**config.mk**
```make
export PLATFORM = sky130hd
export DESIGN_NAME = hazard_halt_ctrl
export DESIGN_NICKNAME = d
export VERILOG_FILES = /design/src/rtl/hazard_halt_ctrl.sv
export SDC_FILE = /design/constraint.sdc
export NUM_CORES = 1
export LEC_CHECK = 0
export ABC_AREA = 1
export BUFFER_PORTS_ARGS = -buffer_cell sky130_fd_sc_hd__buf_2
export CAP_MARGIN = 40
export CORE_MARGIN = 3
export CORE_UTILIZATION = 59
export CTS_CLUSTER_SIZE = 40
export DETAILED_ROUTE_END_ITERATION = 8
export PLACE_DENSITY_LB_ADDON = 0.2
export SYNTH_ARGS = -nofsm -noshare
export SYNTH_HDL_FRONTEND = slang
export SYNTH_SLANG_ARGS = --single-unit
export TNS_END_PERCENT = 50
```
**constraint.sdc**
```tcl
create_clock -name clk -period 5.8 [get_ports clk]
set_input_delay 1.74 -clock clk [delete_from_list [all_inputs] [get_ports clk]]
set_output_delay 1.74 -clock clk [all_outputs]
set_load 0.005 [all_outputs]
```
**src/rtl/hazard_halt_ctrl.sv**
```systemverilog
// Pipeline sequencing controller: load-use stalls, redirect flushes, halt/resume on
// syscall, and saturating performance counters.
module hazard_halt_ctrl #(
  parameter int unsigned CNT_W     = 32,
  parameter logic [31:0] HALT_CODE = 32'd10
) (
  input  logic             clk,
  input  logic             rst,
  input  logic [4:0]       id_rs,
  input  logic [4:0]       id_rt,
  input  logic             id_use_rs,
  input  logic             id_use_rt,
  input  logic             ex_mem_to_reg,
  input  logic [4:0]       ex_wreg,
  input  logic             ex_redirect,
  input  logic             wb_syscall,
  input  logic [31:0]      wb_v0,
  input  logic             go,
  output logic             pc_en,
  output logic             ifid_en,
  output logic             ifid_flush,
  output logic             idex_flush,
  output logic             pipe_en,
  output logic             halted,
  output logic [CNT_W-1:0] cnt_cycle,
  output logic [CNT_W-1:0] cnt_stall,
  output logic [CNT_W-1:0] cnt_flush
);

  typedef enum logic [1:0] {RUN, HALT, RESUME} state_e;

  localparam logic [CNT_W-1:0] ONE = CNT_W'(1);

  state_e           state_q, state_d;
  logic             go_q;
  logic [CNT_W-1:0] cyc_q, stl_q, fl_q;
  logic             lu, hd;
  logic             cyc_inc, stl_inc, fl_inc;

  function automatic logic [CNT_W-1:0] sat_inc(input logic [CNT_W-1:0] v, input logic en);
    return (en && (v != '1)) ? v + ONE : v;
  endfunction

  assign lu = ex_mem_to_reg && (ex_wreg != 5'd0) &&
              ((id_use_rs && (id_rs == ex_wreg)) || (id_use_rt && (id_rt == ex_wreg)));
  // Only RUN can halt, so the syscall that caused the halt retires during RESUME.
  assign hd = wb_syscall && (wb_v0 == HALT_CODE) && (state_q == RUN);

  always_comb begin
    pc_en      = 1'b1;
    ifid_en    = 1'b1;
    pipe_en    = 1'b1;
    ifid_flush = 1'b0;
    idex_flush = 1'b0;
    halted     = 1'b0;
    state_d    = state_q;
    cyc_inc    = 1'b0;
    stl_inc    = 1'b0;
    fl_inc     = 1'b0;
    case (state_q)
      HALT: begin
        pc_en   = 1'b0;
        ifid_en = 1'b0;
        pipe_en = 1'b0;
        halted  = 1'b1;
        if (go && !go_q) state_d = RESUME;
      end
      default: begin
        cyc_inc = 1'b1;
        state_d = RUN;
        if (hd) begin
          pc_en   = 1'b0;
          ifid_en = 1'b0;
          pipe_en = 1'b0;
          state_d = HALT;
        end else if (ex_redirect) begin
          ifid_flush = 1'b1;
          idex_flush = 1'b1;
          fl_inc     = 1'b1;
        end else if (lu) begin
          pc_en      = 1'b0;
          ifid_en    = 1'b0;
          idex_flush = 1'b1;
          stl_inc    = 1'b1;
        end
      end
    endcase
  end

  always_ff @(posedge clk or posedge rst) begin
    if (rst) begin
      state_q <= RUN;
      go_q    <= 1'b0;
      cyc_q   <= '0;
      stl_q   <= '0;
      fl_q    <= '0;
    end else begin
      state_q <= state_d;
      go_q    <= go;
      cyc_q   <= sat_inc(cyc_q, cyc_inc);
      stl_q   <= sat_inc(stl_q, stl_inc);
      fl_q    <= sat_inc(fl_q, fl_inc);
    end
  end

  assign cnt_cycle = cyc_q;
  assign cnt_stall = stl_q;
  assign cnt_flush = fl_q;

endmodule
```
==> flow_metrics.tcl <==
set metrics [dict create \
    status "complete, no violations" \
    finalSetupViolations 0 \
    end_kind "primary output" \
    post-route-drc-count 0 \
    design.core.area_um2 11000 \
    synth_edf_count 0 \
    rsz0062_at_grt "false" \
    fmax_mhz 208 \
    grt_max_degree 67 \
    die_area_um2 12800 \
    cp.required_ns 4.06 \
    ir_worst_vdd_uv 268 \
    wire_per_inst_um 13.3 \
    synth_top_area_share_pct 36.5 \
    yosys_warnings 0 \
    grt_pass1_wl_um 29800 \
    crit_buf_inv 4 \
    grt_pass1_vias 6340 \
    worstPathMaxFanout 4 \
    port_buffers 156 \
    cp_data_arrival_time_ns 3.07 \
    path_clk_slew_ns 0.07 \
    antenna_found_initial 0 \
    synthCells 1036 \
    cts_resized 0 \
    slew_viol_final 0 \
    min_period_ns 4.81 \
    mostFrequentLayoutCell "nand2_1" \
    post-cts-setup-buffers 0 \
    area_growth_pct 16.6 \
    pre_cts_slack_ns 0.993 \
    maxCapViolCount 0 \
    cts-root-buf "clkbuf_16" \
    postRouteAntennaNets 0 \
    cts_tree "built" \
    place.gp.congestion 0.968 \
    yosys-top-cells-area "dfrtp_1, nand2_1, nor2_1" \
    relSlewSlack_pct 41.2 \
    hpwl_um 13300 \
    clock_latency_ns 0.36 \
    syn_nets 1094 \
    crit_path_top_delay_cell "nand2_1" \
    power_density_nw_per_um2 189 \
    cts_buffers 9 \
    dr.pass1.iters 5 \
    synth_top_cell_by_area "dfrtp_1" \
    cpMostUsedCell "nand2_1" \
    vias_per_cell 5.14 \
    clockBufferDepth 2 \
    hp-class "reg -> reg" \
    worst_slack_ns 0.986 \
    seq_area_frac_synth_pct 36.5 \
    cts.sinks 99 \
    drive_gt1_share_pct 16.8 \
    hold_violations 0 \
    cts_hold_buf 0 \
    cp_top_family "simple AND/OR/NAND/NOR gates" \
    drt-initial-drc-count 511 \
    core.rowCount 38 \
    crit_type "in -> out" \
    synth-seq-cells 99 \
    via_count 6822 \
    mostFrequentLayoutCells "nand2_1, buf_2, nor2_1" \
    synthArstFlopShare_pct 100 \
    syn_area_um2 6780 \
    min_path_cells 1 \
    worst_pin_slew_ns 0.880 \
    drt_wl_total_um 17600 \
    start_kind "primary input" \
    fin_skew_ns 0.0103 \
    crit_cells 11 \
    io_pins 157 \
    crit_chain "buf_2 > nand2_1 > nor2_1 > nand2_1 > nor2_1 > nand3_2 > nand2_1 > inv_1 > o21ai_0 > inv_1 > buf_2" \
    grt_util_all_layers_pct 28.3 \
    die_h_um 113 \
    fin_nets 1241 \
    reg2reg_depth 9 \
    num_antenna_cells 0 \
    die_w_um 113 \
    setup_tns_ns 0 \
    avgSynthCellArea_um2 6.55 \
    htreeDepth 3 \
    synth_cell_type_count 28 \
    fin_crit_sh_pct 83.0 \
    initial_core_util_pct 61.5 \
    max_stage_delay_ns 0.26 \
    grt-ovfl-total 0 \
    synth_ff_type "dfrtp_1" \
    p_leak_nw 4.28 \
]
[through the flow]
| stage | hold WS (ns) | util (%) | std cells | power (mW) | area [um^2] |
|---|---|---|---|---|---|
| detailed placement | 0.422 | 69.0 | 1312 | 0.888 | 7610 |
| global route | 0.437 | 71.7 | 1328 | 1.55 | 7910 |
| floorplan | 0.404 | - | 1036 | 0.826 | 6780 |
| CTS | 0.432 | 71.7 | 1328 | 1.50 | 7910 |
| finish | 0.432 | 71.7 | 1328 | 1.49 | 7910 |
| global placement | 0.412 | 69.0 | 1312 | 0.882 | 7610 |
[power breakdown]
part | internal, mW | total [mW] | switching, mW
registers | 0.709 | 0.738 | 0.0282
logic | 0.0564 | 0.136 | 0.0800
clock network | 0.346 | 0.621 | 0.274
total | 1.11 | 1.49 | 0.382
[layout make-up]
class	count	area, um^2
fill	1021	3120
multi-input combinational	815	3780
tap	140	175
timing repair buffer	158	796
clock inverter	6	63.8
sequential	99	2480
clock buffer	10	239
inverter	100	378
[cells in the mapped netlist (9+ instances only)]
library cell,count
xnor2_1,19
nand3b_1,13
nor3_1,30
nand4_1,11
nor2_1,147
o21ai_0,9
buf_2,9
nand3_1,85
inv_1,96
xor2_1,48
nand2_1,427
dfrtp_1,99
[layer usage]
layer / part of all wire (%) / vias to the layer above / GRT usage, %
met2: 47 / 216 / 47.1
met1: 45 / 3076 / 38.2
li1: - / 3503 / -
met4: 2.1 / 0 / 9.94
met5: 0 / - / 0
met3: 5.6 / 27 / 3.74
[state kept, by name (all words and copies together), names as in the netlist]
signal,count
cnt_cycle,32
cnt_flush,32
cnt_stall,32
state_q,2
go_q,1
[worst paths after layout]
check                                         start                  endpoint  slack, ns
max reg2reg                cnt_flush[0]$_DFFE_PP0P_  cnt_flush[3]$_DFFE_PP0P_       2.94
max                                        wb_v0[1]                     pc_en       0.99
min reg2reg                          go_q$_DFF_PP0_    state_q[1]$_DFFE_PP0P_       0.43
min                                  go_q$_DFF_PP0_    state_q[1]$_DFFE_PP0P_       0.43
max in group asynchronous                       rst  cnt_flush[2]$_DFFE_PP0P_       3.29
min in group asynchronous                       rst  cnt_stall[3]$_DFFE_PP0P_       1.55
[cell families (layout without fill, tap and decap cells)]
| kind of cell | after synthesis | in the layout | share of synthesized area [%] |
|---|---|---|---|
| AND/OR/NAND/NOR | 732 | 732 | 45.4 |
| buffers and inverters | 122 | 274 | 7.75 |
| flip-flops | 99 | 99 | 36.5 |
| AO/OA/AOI/OAI | 13 | 13 | 1.07 |
| adder cells (fa/ha/maj) | 3 | 3 | 0.554 |
| XOR/XNOR | 67 | 67 | 8.65 |
(Power assumes the default switching activity.)
